[src/rtl/uart_rx_pkg.sv]
// Shared UART definitions: parity encodings, receiver state encoding and the
// smallest legal baud divisor.
package uart_rx_pkg;

  localparam int unsigned DATA_BITS = 8;
  localparam int unsigned BAUD_W    = 16;

  localparam logic [1:0] PAR_NONE = 2'b00;
  localparam logic [1:0] PAR_EVEN = 2'b01;
  localparam logic [1:0] PAR_ODD  = 2'b10;

  localparam logic [BAUD_W-1:0] BAUD_MIN = BAUD_W'(7);

  typedef enum logic [2:0] {
    ST_IDLE   = 3'd0,
    ST_START  = 3'd1,
    ST_DATA   = 3'd2,
    ST_PARITY = 3'd3,
    ST_STOP1  = 3'd4,
    ST_STOP2  = 3'd5
  } state_t;

  // 2'b11 is an alias for "no parity"
  function automatic logic has_parity(input logic [1:0] sel);
    return (sel == PAR_EVEN) || (sel == PAR_ODD);
  endfunction

endpackage

[src/rtl/uart_rx_sync_edge.sv]
// Multi-stage synchroniser for an asynchronous input plus a falling-edge
// detector on the synchronised level. Flops preset high (idle line level).
module uart_rx_sync_edge #(
  parameter int unsigned SYNC_STAGES = 2
) (
  input  logic clock,
  input  logic n_reset,
  input  logic din,
  output logic sync,
  output logic fall_c
);

  logic [SYNC_STAGES-1:0] stages;
  logic                   sync_d;

  always_ff @(posedge clock or negedge n_reset) begin
    if (!n_reset) begin
      stages <= '1;
      sync_d <= 1'b1;
    end else begin
      stages <= {stages[SYNC_STAGES-2:0], din};
      sync_d <= stages[SYNC_STAGES-1];
    end
  end

  assign sync   = stages[SYNC_STAGES-1];
  assign fall_c = sync_d & ~sync;

endmodule

[src/rtl/uart_rx.sv]
// UART receiver: 8 data bits LSB first, optional even/odd parity, 1 or 2 stop
// bits; configuration is captured at start detection and held for the frame.
module uart_rx
  import uart_rx_pkg::*;
#(
  parameter int unsigned SYNC_STAGES = 2
) (
  input  logic              clock,
  input  logic              n_reset,
  input  logic              rxd,
  input  logic [BAUD_W-1:0] baud_max_cnt,
  input  logic [1:0]        parity_sel,
  input  logic              stop_sel,
  output logic [7:0]        rx_data,
  output logic              rx_valid,
  output logic              parity_err,
  output logic              frame_err,
  output logic              busy
);

  logic rxd_s;
  logic fall_c;

  uart_rx_sync_edge #(.SYNC_STAGES(SYNC_STAGES)) u_sync (
    .clock   (clock),
    .n_reset (n_reset),
    .din     (rxd),
    .sync    (rxd_s),
    .fall_c  (fall_c)
  );

  state_t                 state, state_next;
  logic [BAUD_W-1:0]      cnt;
  logic [BAUD_W-1:0]      cfg_max;
  logic [1:0]             cfg_par;
  logic                   cfg_stop;
  logic [2:0]             bit_idx;
  logic [DATA_BITS-1:0]   shift;
  logic                   par_err_int;
  logic                   frm_err_int;

  logic mid_c;
  logic start_c;
  logic finish_c;
  logic par_err_c;
  logic frm_err_c;

  // State register
  always_ff @(posedge clock or negedge n_reset) begin
    if (!n_reset) state <= ST_IDLE;
    else          state <= state_next;
  end

  // Next-state logic
  always_comb begin
    state_next = state;
    case (state)
      ST_IDLE:   if (fall_c) state_next = ST_START;
      ST_START:  if (mid_c)  state_next = rxd_s ? ST_IDLE : ST_DATA;
      ST_DATA:   if (mid_c && bit_idx == 3'd7)
                   state_next = has_parity(cfg_par) ? ST_PARITY : ST_STOP1;
      ST_PARITY: if (mid_c)  state_next = ST_STOP1;
      ST_STOP1:  if (mid_c)  state_next = cfg_stop ? ST_STOP2 : ST_IDLE;
      ST_STOP2:  if (mid_c)  state_next = ST_IDLE;
      default:   state_next = ST_IDLE;
    endcase
  end

  // Decode of sample strobes and the values committed at each sample
  always_comb begin
    mid_c     = (cnt == (cfg_max >> 1));
    start_c   = (state == ST_IDLE) && fall_c;
    finish_c  = mid_c && (((state == ST_STOP1) && !cfg_stop) || (state == ST_STOP2));
    par_err_c = (^shift) ^ rxd_s ^ (cfg_par == PAR_ODD);
    frm_err_c = ~rxd_s;
    if (state == ST_STOP2) frm_err_c = frm_err_int | ~rxd_s;
  end

  // Frame datapath: baud counter, config latch, shift register, error flags
  always_ff @(posedge clock or negedge n_reset) begin
    if (!n_reset) begin
      cnt         <= '0;
      cfg_max     <= BAUD_MIN;
      cfg_par     <= PAR_NONE;
      cfg_stop    <= 1'b0;
      bit_idx     <= '0;
      shift       <= '0;
      par_err_int <= 1'b0;
      frm_err_int <= 1'b0;
    end else begin
      if (state == ST_IDLE || cnt == cfg_max) cnt <= '0;
      else                                     cnt <= cnt + BAUD_W'(1);

      if (start_c) begin
        cfg_max     <= (baud_max_cnt < BAUD_MIN) ? BAUD_MIN : baud_max_cnt;
        cfg_par     <= parity_sel;
        cfg_stop    <= stop_sel;
        bit_idx     <= '0;
        par_err_int <= 1'b0;
        frm_err_int <= 1'b0;
      end

      if (mid_c) begin
        case (state)
          ST_DATA: begin
            shift   <= {rxd_s, shift[DATA_BITS-1:1]};
            bit_idx <= bit_idx + 3'd1;
          end
          ST_PARITY:          par_err_int <= par_err_c;
          ST_STOP1, ST_STOP2: frm_err_int <= frm_err_c;
          default: ;
        endcase
      end
    end
  end

  // Registered outputs; flags and data only change on a strobe
  always_ff @(posedge clock or negedge n_reset) begin
    if (!n_reset) begin
      rx_data    <= '0;
      rx_valid   <= 1'b0;
      parity_err <= 1'b0;
      frame_err  <= 1'b0;
      busy       <= 1'b0;
    end else begin
      rx_valid <= finish_c;
      busy     <= (state_next != ST_IDLE);
      if (finish_c) begin
        rx_data    <= shift;
        parity_err <= par_err_int;
        frame_err  <= frm_err_c;
      end
    end
  end

endmodule

[config.mk]
export PLATFORM = sky130hd
export DESIGN_NAME = uart_rx
export DESIGN_NICKNAME = d
export VERILOG_FILES = /design/src/rtl/uart_rx_pkg.sv /design/src/rtl/uart_rx_sync_edge.sv /design/src/rtl/uart_rx.sv
export SDC_FILE = /design/constraint.sdc
export NUM_CORES = 1
export LEC_CHECK = 0
export CAP_MARGIN = 20
export CORE_MARGIN = 8
export CORE_UTILIZATION = 37
export DETAILED_ROUTE_END_ITERATION = 6
export DONT_BUFFER_PORTS = 1
export PLACE_DENSITY = 0.54
export SLEW_MARGIN = 15
export SYNTH_ARGS = -nofsm -noshare
export SYNTH_HDL_FRONTEND = slang
export SYNTH_SLANG_ARGS = --single-unit
[constraint.sdc]
create_clock -name clock -period 2.7 [get_ports clock]
set_input_delay 0.135 -clock clock [delete_from_list [all_inputs] [get_ports clock]]
set_output_delay 0.135 -clock clock [all_outputs]
set_load 0.005 [all_outputs]
==> impl_summary.log <==
INFO  metric status = finished, final reports clean
INFO  metric timing.final.setup_violations = 0
INFO  metric proportion_of_synthesized_chip_area_in_sequential_cells = 50.86%
INFO  metric r2r.worst_path.cells = 5
INFO  metric postSynthRegisterBits = 66
INFO  metric finalHoldViolations = 0
INFO  metric post_route_wl = 6.846 mm
INFO  metric top_level_ports = 34
INFO  metric grt_max_degree = 67
INFO  metric synth-edff-count = 0
INFO  metric drt_iter0_markers = 87
INFO  metric report.final.slew_viol_count = 0
INFO  metric clk-insertion-delay-late = 0.34 ns
INFO  metric period_minus_slack = 2.279 ns
INFO  metric endpoint_kind = flip-flop
INFO  metric grt-ovfl-total = 0
INFO  metric grt_util_met3 = 3.400%
INFO  metric clock-skew-final = 0.008650 ns
INFO  metric critical_path.reg2reg.startpoint = cfg_max[2]
INFO  metric drv_cap = 0
INFO  metric fp.dieH = 109.9 um
INFO  metric critPathLaunch = cfg_max[2]
INFO  metric dominantRegCellSynth = sky130_fd_sc_hd__dfrtp_1
INFO  metric max_slew.worst_pin.slew = 0.6044 ns
INFO  metric synth_cell_type_count = 38
INFO  metric max_slew_margin = 59.33%
INFO  metric htree_num_levels = 3
INFO  metric die_area = 0.01208 mm^2
INFO  metric fill_cells = 831
INFO  metric crit_required = 2.93 ns
INFO  metric core_area = 0.008636 mm^2
INFO  metric globalplace.congestion = 0.8318
INFO  metric worst_case_hold_slack = 0.2321 ns
INFO  metric vias = 2172
INFO  metric syn-num-nets = 333
INFO  metric clock_sink_count = 66
INFO  metric dr.pass1.iters = 4
INFO  metric leakage_power_of_the_design = 1.768 nW
INFO  metric internal_power_component = 1.955 mW
INFO  metric post_synth_instance_area = 0.003262 mm^2
INFO  metric cts.root.buffer_cell = sky130_fd_sc_hd__clkbuf_8
INFO  metric timing.hold.worst.start = baud_max_cnt[8]
INFO  metric holdPathStages = 4
INFO  metric synth.avg_cell_area = 10.63 um^2
INFO  metric groute.usage.overall = 12.59%
INFO  metric hold-path-endpoint = cfg_max[2]
INFO  metric global_route.usage.met1 = 14.97%
INFO  metric hold_class = in -> reg
INFO  metric grt_first_pass_wirelength = 11.51 mm
INFO  metric postPlaceCellArea = 0.003337 mm^2
INFO  metric rows = 34
INFO  metric flop2flop_setup_slack = 0.42 ns
INFO  metric grt.busiest_layer = met2
INFO  metric synth_warn = 0
INFO  metric grt_pass1_vias = 2279
INFO  metric path_class = reg -> reg
INFO  metric worstPathArrival = 2.50 ns
INFO  metric num-nets-final = 355
INFO  metric sw_frac_of_total = 34.31%
INFO  metric path_clk_slew = 0.07 ns
INFO  metric initial_core_utilization = 37.77%
INFO  metric final.period_utilization = 84.39%
INFO  metric unrepaired_setup_endpoints_after_global_routing = false
INFO  metric cts_inserted_buffers = 9
INFO  metric power.share.sequential = 48.7%
INFO  metric synth_largest_area_cell = sky130_fd_sc_hd__dfrtp_1
INFO  metric finalSetupTns = 0 ns
INFO  metric vdd_drop_max = 368.5 uV
INFO  metric crit_path_start_kind = flip-flop
INFO  metric synth_top_cells_by_area = sky130_fd_sc_hd__dfrtp_1 (46%), sky130_fd_sc_hd__xor2_1 (7.5%), sky130_fd_sc_hd__xnor2_1 (7.0%)
INFO  metric antenna_found_initial = 0
INFO  metric post_drt_via_cell_ratio = 4.925
INFO  metric r2r-end = shift[3]
INFO  metric synth.top_cell.area_share = 46.03%
INFO  metric cts_buffer_depth = 2
INFO  metric utilization = 43.44%
INFO  metric share_clk_of_total_power = 24.9%
INFO  metric final_layout_size_suffix_gt1_share = 13.51%
INFO  metric post-dp-hpwl = 4.811 mm
INFO  metric die_x = 109.9 um
INFO  metric globalRouteMet2Util = 20.63%
INFO  metric power_density = 793.4 mW/mm^2
INFO  metric postSynthCellCount = 307
INFO  metric fmaxAchievable = 438.9 MHz
INFO  metric power_frac_comb = 26.4%
INFO  metric postRouteAntennaNets = 0
INFO  metric critical_path_peak_fanout = 11
INFO  metric tritoncts = done
INFO  metric synthArstFlopShare = 100.0%
INFO  metric wire_per_inst = 15.52 um
INFO  metric total_power = 2.976 mW
INFO  metric drc = 0
INFO  metric fin_area = 0.003751 mm^2
INFO  metric switchingPower = 1.021 mW
INFO  metric quantity_of_i_o_buffers_inserted_on_ports = 0
INFO  metric antenna-diode-count = 0
INFO  metric area_delta_synth_final = 15.00%
[power groups by stage]
| stage | registers, mW | clock network, mW | logic [mW] |
|---|---|---|---|
| 2_1_floorplan | 1.38 | 0 | 0.655 |
| 3_3_place_gp | 1.47 | 0 | 0.739 |
| 3_5_place_dp | 1.47 | 0 | 0.736 |
| 4_1_cts | 1.45 | 0.774 | 0.797 |
| 5_1_grt | 1.48 | 0.811 | 0.907 |
| 6_report | 1.45 | 0.742 | 0.785 |
[registers in the layout, summed over array words and instances, names as in the netlist]
name / flops
cfg_max: 16
rx_data: 8
cfg_par: 2
frame_err: 1
state: 3
busy: 1
cfg_stop: 1
parity_err: 1
u_sync.sync_d: 1
shift: 8
frm_err_int: 1
bit_idx: 3
rx_valid: 1
par_err_int: 1
cnt: 16
u_sync.stages: 2
[layout by cell type, fill, tap and decap left out, types with 7 or more instances in the layout]
| cell type | synthesis | routed |
|---|---|---|
| sky130_fd_sc_hd__mux2_4 | 7 | 7 |
| sky130_fd_sc_hd__nor4_1 | 7 | 7 |
| sky130_fd_sc_hd__xnor2_1 | 26 | 26 |
| sky130_fd_sc_hd__dlygate4sd3_1 | 0 | 21 |
| sky130_fd_sc_hd__xor2_1 | 28 | 28 |
| sky130_fd_sc_hd__nand2_1 | 56 | 56 |
| sky130_fd_sc_hd__nand4_1 | 8 | 8 |
| sky130_fd_sc_hd__clkbuf_8 | 0 | 11 |
| sky130_fd_sc_hd__mux2_2 | 11 | 11 |
| sky130_fd_sc_hd__dfrtp_1 | 60 | 60 |
| sky130_fd_sc_hd__inv_1 | 7 | 7 |
| sky130_fd_sc_hd__nor2_1 | 24 | 24 |
[stage by stage]
stage          setup slack, ns  instances
5_1_grt                 0.2171        441
2_1_floorplan           0.7371        307
3_5_place_dp            0.2194        404
3_3_place_gp            0.2511        404
4_1_cts                 0.1933        441
6_report                0.4214        441
[per-layer routing]
layer / up-vias / routed length [um]
met5: - / 0
met4: 0 / 126
met3: 11 / 247
met2: 27 / 3479
met1: 1071 / 2992
li1: 1063 / -
[cells in the mapped netlist (6+ instances only)]
library cell               number
sky130_fd_sc_hd__clkbuf_1       8
sky130_fd_sc_hd__nor2_1        24
sky130_fd_sc_hd__mux2_4         7
sky130_fd_sc_hd__nor4_1         7
sky130_fd_sc_hd__mux2_2        11
sky130_fd_sc_hd__nand2_1       56
sky130_fd_sc_hd__xor2_1        28
sky130_fd_sc_hd__xnor2_1       26
sky130_fd_sc_hd__dfrtp_1       60
sky130_fd_sc_hd__nand4_1        8
sky130_fd_sc_hd__dfstp_2        6
sky130_fd_sc_hd__inv_1          7
[critical path, stage by stage (launching register included)]
cell and delay [ns]:
sky130_fd_sc_hd__dfstp_2 0.56, sky130_fd_sc_hd__xor2_1 0.09, sky130_fd_sc_hd__nor4_1 0.34, sky130_fd_sc_hd__nand4_1 0.29, sky130_fd_sc_hd__or3_4 0.56, sky130_fd_sc_hd__mux2_4 0.32
[layout make-up]
type / instances / area, um^2 / share of cell area [%]
Clock buffer: 13 / 158.9 / 4.236
Clock inverter: 2 / 12.51 / 0.3336
Inverter: 7 / 26.28 / 0.7005
Multi-Input combinational cell: 219 / 1491 / 39.76
Sequential cell: 66 / 1659 / 44.23
Tap cell: 108 / 135.1 / 3.602
Timing Repair Buffer: 26 / 267.8 / 7.138
[cells by family after synthesis]
group	after synthesis	share of synthesized area, %
AOI/OAI and AO/OA	19	3.989
muxes	23	8.554
buffers and inverters	22	3.567
xor gates and xnor gates	54	14.50
adders and majority gates	4	1.534
and+or+nand+nor	119	16.99
DFF	66	50.86
[how the worst max path moves through the flow]
stage / end / slack, ns / cells past startpoint
6_report: shift[3] / 0.42 / 5
5_1_grt: rx_data[4] / 0.22 / 6
4_1_cts: shift[3] / 0.19 / 5
3_5_place_dp: shift[3] / 0.22 / 5
3_3_place_gp: shift[5] / 0.25 / 5
2_1_floorplan: shift[1] / 0.74 / 7
[timing repair]
action | 4_1_cts | 5_1_grt
endpoints found under the hold margin | 86 | 0
hold buffers | 22 | 0
endpoints found under the setup margin | 0 | 1
resized for setup | 0 | 1
setup buffers | 0 | 0
No activity file was read; power rests on OpenSTA's default activity.
